**src/rtl/ctrl_pkg.sv**
```systemverilog
// ctrl_pkg: shared control-bundle types for the ctrl pipeline.
// Holds the decoder bundle layout, bubble constant and width defaults.
package ctrl_pkg;

  localparam int CTRL_REG_W  = 5;
  localparam int CTRL_ALUC_W = 4;

  typedef struct packed {
    logic                   reg_dest;
    logic                   branch;
    logic                   mem_read;
    logic                   mem_to_reg;
    logic                   mem_write;
    logic                   alu_src;
    logic                   reg_write;
    logic [CTRL_ALUC_W-1:0] alu_ctrl;
  } ctrl_bundle_t;

  localparam ctrl_bundle_t CTRL_BUBBLE = '0;

endpackage

```
**src/rtl/hazard_unit.sv**
```systemverilog
// hazard_unit: combinational load-use comparator for ctrl_pipeline.
// Built only when CTRL_PIPE_HAZARD_EN is defined.
`ifdef CTRL_PIPE_HAZARD_EN
module hazard_unit #(
  parameter int REG_W = 5
) (
  input  logic             id_valid,
  input  logic [REG_W-1:0] id_rs,
  input  logic [REG_W-1:0] id_rt,
  input  logic             ex_valid,
  input  logic             ex_mem_read,
  input  logic [REG_W-1:0] ex_dest,
  input  logic             flush,
  output logic             stall
);

  // A load in EX feeding an ID source; r0 never counts, flush wins.
  always_comb begin
    stall = id_valid & ex_valid & ex_mem_read
          & (ex_dest != '0)
          & ((ex_dest == id_rs) | (ex_dest == id_rt))
          & ~flush;
  end

endmodule
`endif

```
**src/rtl/ctrl_pipeline.sv**
```systemverilog
// ctrl_pipeline: carries decoder controls through EX, MEM and WB.
// Load-use stall logic is present only with CTRL_PIPE_HAZARD_EN.
module ctrl_pipeline
  import ctrl_pkg::*;
#(
  parameter int REG_W  = CTRL_REG_W,
  parameter int ALUC_W = CTRL_ALUC_W
) (
  input  logic              clk,
  input  logic              rst,
  input  logic              id_valid,
  input  logic [REG_W-1:0]  id_rs,
  input  logic [REG_W-1:0]  id_rt,
  input  logic [REG_W-1:0]  id_rd,
  input  logic              id_reg_dest,
  input  logic              id_branch,
  input  logic              id_mem_read,
  input  logic              id_mem_to_reg,
  input  logic              id_mem_write,
  input  logic              id_alu_src,
  input  logic              id_reg_write,
  input  logic [ALUC_W-1:0] id_alu_ctrl,
  input  logic              flush,
  output logic              stall,
  output logic              ex_valid,
  output logic              ex_alu_src,
  output logic              ex_reg_dest,
  output logic [ALUC_W-1:0] ex_alu_ctrl,
  output logic [REG_W-1:0]  ex_dest,
  output logic              mem_valid,
  output logic              mem_mem_read,
  output logic              mem_mem_write,
  output logic              mem_branch,
  output logic [REG_W-1:0]  mem_dest,
  output logic              wb_valid,
  output logic              wb_reg_write,
  output logic              wb_mem_to_reg,
  output logic [REG_W-1:0]  wb_dest
);

  ctrl_bundle_t     id_ctrl;

  logic             ex_valid_q, ex_valid_d;
  ctrl_bundle_t     ex_ctrl_q, ex_ctrl_d;
  logic [REG_W-1:0] ex_dest_q, ex_dest_d;

  logic             mem_valid_q, mem_valid_d;
  logic             mem_read_q, mem_read_d;
  logic             mem_write_q, mem_write_d;
  logic             mem_branch_q, mem_branch_d;
  logic             mem_m2r_q, mem_m2r_d;
  logic             mem_rw_q, mem_rw_d;
  logic [REG_W-1:0] mem_dest_q, mem_dest_d;

  logic             wb_valid_q, wb_valid_d;
  logic             wb_rw_q, wb_rw_d;
  logic             wb_m2r_q, wb_m2r_d;
  logic [REG_W-1:0] wb_dest_q, wb_dest_d;

  // Pack the decoder outputs into one bundle.
  always_comb begin
    id_ctrl            = CTRL_BUBBLE;
    id_ctrl.reg_dest   = id_reg_dest;
    id_ctrl.branch     = id_branch;
    id_ctrl.mem_read   = id_mem_read;
    id_ctrl.mem_to_reg = id_mem_to_reg;
    id_ctrl.mem_write  = id_mem_write;
    id_ctrl.alu_src    = id_alu_src;
    id_ctrl.reg_write  = id_reg_write;
    id_ctrl.alu_ctrl   = id_alu_ctrl;
  end

`ifdef CTRL_PIPE_HAZARD_EN
  hazard_unit #(
    .REG_W (REG_W)
  ) u_hazard (
    .id_valid    (id_valid),
    .id_rs       (id_rs),
    .id_rt       (id_rt),
    .ex_valid    (ex_valid_q),
    .ex_mem_read (ex_ctrl_q.mem_read),
    .ex_dest     (ex_dest_q),
    .flush       (flush),
    .stall       (stall)
  );
`else
  logic unused_srcs;
  assign unused_srcs = ^{id_rs, id_rt};
  assign stall = 1'b0;
`endif

  // ID->EX: bubble on invalid ID, stall or flush.
  always_comb begin
    ex_valid_d = 1'b0;
    ex_ctrl_d  = CTRL_BUBBLE;
    ex_dest_d  = '0;
    if (id_valid && !stall && !flush) begin
      ex_valid_d = 1'b1;
      ex_ctrl_d  = id_ctrl;
      ex_dest_d  = id_reg_dest ? id_rd : id_rt;
    end
  end

  // EX->MEM: flush kills the instruction leaving EX.
  always_comb begin
    mem_valid_d  = 1'b0;
    mem_read_d   = 1'b0;
    mem_write_d  = 1'b0;
    mem_branch_d = 1'b0;
    mem_m2r_d    = 1'b0;
    mem_rw_d     = 1'b0;
    mem_dest_d   = '0;
    if (!flush) begin
      mem_valid_d  = ex_valid_q;
      mem_read_d   = ex_ctrl_q.mem_read;
      mem_write_d  = ex_ctrl_q.mem_write;
      mem_branch_d = ex_ctrl_q.branch;
      mem_m2r_d    = ex_ctrl_q.mem_to_reg;
      mem_rw_d     = ex_ctrl_q.reg_write;
      mem_dest_d   = ex_dest_q;
    end
  end

  // MEM->WB: always advances so a taken branch retires.
  always_comb begin
    wb_valid_d = mem_valid_q;
    wb_rw_d    = mem_rw_q;
    wb_m2r_d   = mem_m2r_q;
    wb_dest_d  = mem_dest_q;
  end

  // Stage registers; reset loads bubbles everywhere.
  always_ff @(posedge clk) begin
    if (rst) begin
      ex_valid_q   <= 1'b0;
      ex_ctrl_q    <= CTRL_BUBBLE;
      ex_dest_q    <= '0;
      mem_valid_q  <= 1'b0;
      mem_read_q   <= 1'b0;
      mem_write_q  <= 1'b0;
      mem_branch_q <= 1'b0;
      mem_m2r_q    <= 1'b0;
      mem_rw_q     <= 1'b0;
      mem_dest_q   <= '0;
      wb_valid_q   <= 1'b0;
      wb_rw_q      <= 1'b0;
      wb_m2r_q     <= 1'b0;
      wb_dest_q    <= '0;
    end else begin
      ex_valid_q   <= ex_valid_d;
      ex_ctrl_q    <= ex_ctrl_d;
      ex_dest_q    <= ex_dest_d;
      mem_valid_q  <= mem_valid_d;
      mem_read_q   <= mem_read_d;
      mem_write_q  <= mem_write_d;
      mem_branch_q <= mem_branch_d;
      mem_m2r_q    <= mem_m2r_d;
      mem_rw_q     <= mem_rw_d;
      mem_dest_q   <= mem_dest_d;
      wb_valid_q   <= wb_valid_d;
      wb_rw_q      <= wb_rw_d;
      wb_m2r_q     <= wb_m2r_d;
      wb_dest_q    <= wb_dest_d;
    end
  end

  assign ex_valid      = ex_valid_q;
  assign ex_alu_src    = ex_ctrl_q.alu_src;
  assign ex_reg_dest   = ex_ctrl_q.reg_dest;
  assign ex_alu_ctrl   = ex_ctrl_q.alu_ctrl;
  assign ex_dest       = ex_dest_q;
  assign mem_valid     = mem_valid_q;
  assign mem_mem_read  = mem_read_q;
  assign mem_mem_write = mem_write_q;
  assign mem_branch    = mem_branch_q;
  assign mem_dest      = mem_dest_q;
  assign wb_valid      = wb_valid_q;
  assign wb_reg_write  = wb_rw_q;
  assign wb_mem_to_reg = wb_m2r_q;
  assign wb_dest       = wb_dest_q;

endmodule
```
**config.mk**
```make
export PLATFORM = sky130hd
export DESIGN_NAME = ctrl_pipeline
export DESIGN_NICKNAME = d
export VERILOG_FILES = /design/src/rtl/ctrl_pkg.sv /design/src/rtl/hazard_unit.sv /design/src/rtl/ctrl_pipeline.sv
export SDC_FILE = /design/constraint.sdc
export NUM_CORES = 1
export LEC_CHECK = 0
export CAP_MARGIN = 5
export CELL_PAD_IN_SITES_DETAIL_PLACEMENT = 1
export CELL_PAD_IN_SITES_GLOBAL_PLACEMENT = 2
export CORE_ASPECT_RATIO = 1.2
export CORE_UTILIZATION = 21
export DETAILED_ROUTE_END_ITERATION = 7
export HOLD_SLACK_MARGIN = 0.06
export PLACE_DENSITY_LB_ADDON = 0.1
export SLEW_MARGIN = 20
export SYNTH_ARGS = -nofsm -noshare
export SYNTH_HDL_FRONTEND = slang
export SYNTH_SLANG_ARGS = --single-unit
export TNS_END_PERCENT = 10
```
**constraint.sdc**
```tcl
create_clock -name clk -period 1 [get_ports clk]
set_input_delay 0.1 -clock clk [delete_from_list [all_inputs] [get_ports clk]]
set_output_delay 0.1 -clock clk [all_outputs]
set_load 0.005 [all_outputs]
```
==> run metrics, run 1 <==
outcome=finished clean; Max Cap Viol=0; CP Cell Sequence=dlygate4sd2_1; Hold Vio Cnt, Final=0; die area=0.00541 mm²; Worst Setup End Kind=output port; Synthesis Warnings=0; root buffer cell=clkbuf_8; CTS Buffer Depth=2; count leader, synth=dfxtp_1; Num CTS Buffers=5; Synth Area in XOR/XNOR=0%; number of antenna repair diodes=0; CTS tree=yes; Final period util=95.1%; Residual DRC=0; CP Class=flop to output port; Die Span Y=80.4 µm; Placement Rows=28; RR Startpoint=mem_dest[4]; RSZ-0062 raised after global routing=no; WL/cell=11.0 µm; adder-cell share of the synthesized area=0%; cell area after synthesis=0.00107 mm²; drt pass-1 iters=2; r2r setup slk=410 ps; number of distinct library cells after synthesis=13; register area=724 µm²; crit-path leading delay family=flip-flops; CP required=900 ps; vias in the first global route=760; initial antenna violation count=0; Slew Viols, Final=0; GR Util All Layers=9.28%; first-pass GRT wire length=3.48 mm; net count reported at finish=175; R2R Path End=wb_dest[4]; multi-input logic area=298 µm²; final hold slack=412 ps; routability cong.=slightly above 0.7; compound-gate portion of the synthesized area=0%; pwr/cell area=1590 mW/mm²; clock skew=3.10 ps; simple-gate area share of the yosys netlist=22.2%; DRT iter0 DRCs=19; worst path buffer plus inverter count=1; fmax=1050 MHz; critical path fanouts, max=2; Gate Count Post-Synth=90; pre-CTS WS=-281 ps; synth top area cells=dfxtp_1, and2b_2, and2_1, and3_1, mux2i_1; total gr overflow=0; Starting Density=21.8%; syn avg cell area=11.9 µm²; die width=67.3 µm; hold_buf cts=0; DR vias/cell=3.76; CP max stage cell=dfxtp_2; core area=0.00494 mm²; Syn Nets=120; Hold Crit Class=input pin to flop; Yosys top cell area share=approximately two thirds; Lkg Pwr=0.898 nW; clk_lat worst skew=280 ps; H-tree Lvls=2; Sink Count=36; Hold Path Stages=2; Seq/Total Area, Yosys=67.1%; via count=770; Top-Level Pins=60; largest net degree at the start of global routing=16; ys async rst share=0%; ys flop type=dfxtp_1; hold path start=id_reg_write; mux cell area share after synthesis=4.66%; peak supply drop=0.000536 V; Reg clk slew, reported paths=70 ps; # fillers=555; minimum clock period=951 ps; fraction of layout cells with a size suffix above 1=17.2%; Finish-stage setup viols=0; leading area contributor after synthesis=dfxtp_1; post-DP HPWL=about 1.7 mm; worst stage delay on the critical path=320 ps; post-CTS setup buffers=0; total negative setup slack=0 ps; Yosys reg bits=36; Detail Route Antenna Nets=0; Layout Area Growth over Synthesis=62.0%; drt total wl=2.26 mm; Crit. path cell count=1; final setup margin=48.9 ps; Post-synth EDFFs=0; largest family of logic cells by synthesized area=simple AND/OR/NAND/NOR gates; WP data arrival=850 ps; startpoint types=flop; Buffers on Ports=between 50 and 60; Worst Reg-to-Reg Cells=1; Commonest cells post-synth=dfxtp_1, and2_1, and3_1; Hold Path Sink=ex_ctrl_q[4]
[cells by family (layout without fill, tap and decap cells)]
logic type | after synthesis | count (layout)
mux | 5 | 5
buf+inv | 11 | 66
other cells | 1 | 1
simple gates | 37 | 37
flops | 36 | 36
[metrics by stage]
step	instance area, µm²	power, mW	utilization, %	instances
2_1_floorplan	1070	1.56	-	90
3_3_place_gp	1670	1.72	33.9	198
3_5_place_dp	1670	1.73	33.9	198
4_1_cts	1740	2.82	35.2	205
5_1_grt	1740	2.89	35.3	205
6_report	1740	2.76	35.3	205
[routing by layer]
layer	up-vias	track usage, %	routed length [µm]
met5	-	0	0
met4	0	5.11	55
met3	5	4.12	159
met2	32	15.5	1160
met1	350	9.45	888
li1	383	-	-
[repair_timing]
item,4_1_cts,5_1_grt
setup endpoints to repair,29,17
resized for setup,32,2
endpoints found under the hold margin,0,0
[area by class of cell]
class / count / share of cell area, %
multi-input cells: 43 / 17.1
inverters: 1 / 0.216
well taps: 60 / 4.31
repair buffers: 58 / 31.3
clock buffers: 7 / 5.53
flip-flops and latches: 36 / 41.6
[how the worst max path moves through the flow]
stage	from	end	slack [ps]
2_1_floorplan	flush	ex_dest[0]	260
3_3_place_gp	rst	ex_dest[2]	-240
3_5_place_dp	rst	ex_dest[4]	-280
4_1_cts	rst	ex_dest[2]	20
5_1_grt	ex_dest[4]	ex_dest[4]	0.3
6_report	ex_dest[1]	ex_dest[1]	50
[cell usage in the layout, fill, tap and decap left out]
| cell | instances |
|---|---|
| dfxtp_2 | 3 |
| and2_1 | 11 |
| conb_1 | 1 |
| dlygate4sd2_1 | 29 |
| buf_4 | 4 |
| buf_12 | 1 |
| and3_1 | 11 |
| and2b_2 | 8 |
| inv_1 | 1 |
| clkdlybuf4s50_1 | 24 |
| nor2_2 | 1 |
| nor2_1 | 5 |
| dfxtp_1 | 33 |
| mux2i_1 | 5 |
| or3b_4 | 1 |
| clkbuf_8 | 7 |
[report_power, final]
group          leakage (nW)  switching, mW  internal (mW)
Sequential            0.293        0.00744           1.46
Combinational         0.555         0.0673          0.144
Clock                0.0503          0.469          0.613
Total                 0.898          0.544           2.22
Power figures use the tool's default switching activity.
==> run 2, diff against run 1 <==
--- a/config.mk
+++ b/config.mk
@@ -9,6 +9,7 @@
 export CELL_PAD_IN_SITES_DETAIL_PLACEMENT = 1
 export CELL_PAD_IN_SITES_GLOBAL_PLACEMENT = 2
 export CORE_ASPECT_RATIO = 1.2
+export CORE_MARGIN = 4
 export CORE_UTILIZATION = 21
 export DETAILED_ROUTE_END_ITERATION = 7
 export HOLD_SLACK_MARGIN = 0.06
==> run 2 against run 1 <==
- via count up 2.3%
- hold slack lost 4.5 ps
- clock power barely moved
==> run metrics, run 2 (same netlist as run 1, synthesis figures left out) <==
pwr/cell area=1590 mW/mm² (about the same); worst path buffer plus inverter count=1 (unchanged); Hold Crit Class=input pin to flop (unchanged); GR Util All Layers=8.54% (was 9.28%); Pwr Total=2.76 mW (about the same); Hold Path Stages=2 (unchanged); Placement Rows=28 (unchanged); net count reported at finish=175 (unchanged); met1 Track Usage GR=8.28% (was 9.45%); largest net degree at the start of global routing=17 (was 16); Detail Route Antenna Nets=0 (unchanged); minimum clock period=953 ps (was 951 ps); Hold Vio Cnt, Final=0 (unchanged); root buffer cell=clkbuf_8 (unchanged); Die Span Y=86.4 µm (was 80.4 µm); Top-Level Pins=60 (unchanged); H-tree Lvls=2 (unchanged); first-pass GRT wire length=3.91 mm (was 3.48 mm); CTS tree=yes (unchanged); hold_buf cts=0 (unchanged); GR peak layer=met2 (unchanged); via count=788 (was 770); post-DP HPWL=1.93 mm (was 1.68 mm); met2 Use GR=14.9% (was 15.5%); vias in the first global route=841 (was 760); number of antenna repair diodes=0 (unchanged); CTS Buffer Depth=2 (unchanged); CP Cell Sequence=dlygate4sd2_1 (unchanged); Reg clk slew, reported paths=70 ps (about the same); DRT iter0 DRCs=2 (was 19); Residual DRC=0 (unchanged); WP data arrival=850 ps (about the same); Buffers on Ports=53 (unchanged); core area=0.00494 mm² (unchanged); CP Class=flop to output port (unchanged); Sink Count=36 (unchanged); Final period util=95.3% (was 95.1%); DR vias/cell=3.84 (was 3.76); total negative setup slack=0 ps (unchanged); crit-path leading delay family=flip-flops (unchanged); fraction of layout cells with a size suffix above 1=15.2% (was 17.2%); Worst Reg-to-Reg Cells=1 (unchanged); Crit. path cell count=1 (unchanged); Lkg Pwr=0.887 nW (was 0.898 nW); clk_lat worst skew=280 ps (about the same); most frequent cells in the layout=dfxtp_1, dlygate4sd2_1, clkdlybuf4s50_1, and2_1, and3_1 (unchanged); worst stage delay on the critical path=320 ps (about the same); Finish-stage setup viols=0 (unchanged); Starting Density=21.8% (unchanged); Max Cap Viol=0 (unchanged); critical path fanouts, max=2 (unchanged); outcome=finished clean (unchanged); drt pass-1 iters=3 (was 2); Worst Setup End Kind=output port (unchanged); clock skew=1.95 ps (was 3.10 ps); fmax=1050 MHz (about the same); WL/cell=11.9 µm (was 11.0 µm); drt total wl=2.44 mm (was 2.26 mm); CP required=900 ps (about the same); CP max stage cell=dfxtp_2 (unchanged); total gr overflow=0 (unchanged); commonest non-fill, non-tap cell in the layout=dfxtp_1 (unchanged); die width=73.3 µm (was 67.3 µm); Num CTS Buffers=5 (unchanged); startpoint types=flop (unchanged); die area=0.00633 mm² (was 0.00541 mm²); initial antenna violation count=0 (unchanged); grt met3 use=3.60% (was 4.12%); Slew Viols, Final=0 (unchanged); routability cong.=0.601 (was 0.716); peak supply drop=0.000589 V (was 0.000536 V); Layout Area Growth over Synthesis=61.9% (was 62.0%); RSZ-0062 raised after global routing=no (unchanged)
==> run 2: cell types whose count changed in the layout (fill, tap and decap cells not counted), sizes merged <==
cell	previous run	this run
clkdlybuf4s15	0	3
dlygate4sd2	29	26
==> run 2: power breakdown <==
group          internal (mW)  switching, mW
Sequential              1.46        0.00768
Clock                  0.613          0.469
Combinational          0.145         0.0658
==> run 2: worst paths after layout <==
| kind | startpoint | endpoint | slack, ps |
|---|---|---|---|
| max | mem_dest[4] | mem_dest[4] | 50 |
| min | id_alu_ctrl[2] | ex_alu_ctrl[2] | 410 |
| min reg2reg | ex_ctrl_q[4] | mem_rw_q | 430 |
| max reg2reg | mem_dest[4] | wb_dest[4] | 410 |
==> run 2: area by class of cell <==
cell class	instances	area, µm²
inverter	1	3.75
sequential	36	722
tap	60	75.1
multi-input combinational	43	295
fill	548	3200
timing repair buffer	58	548
clock buffer	7	96.3
==> run 2: through the flow <==
stage               std cells  area (µm²)  setup slack (ps)  utilization [%]  hold slack [ps]
floorplan                  90        1070               260                -              244
global placement          198        1670              -218             33.9              412
detailed placement        198        1670              -247             33.9              417
CTS                       205        1730              9.27             35.1              395
global route              205        1740              1.02             35.2              392
finish                    205        1740              46.8             35.2              408
==> run 2: repair_timing <==
action	CTS	global route
setup endpoints to repair	29	6
buffers inserted	0	0
resized for setup	29	5
==> run 2: metal layers <==
metal  wire length, µm  vias up
li1                  -      385
met5                 0        -
met1               888      366
met3               184        6
met2              1310       31
met4                60        0
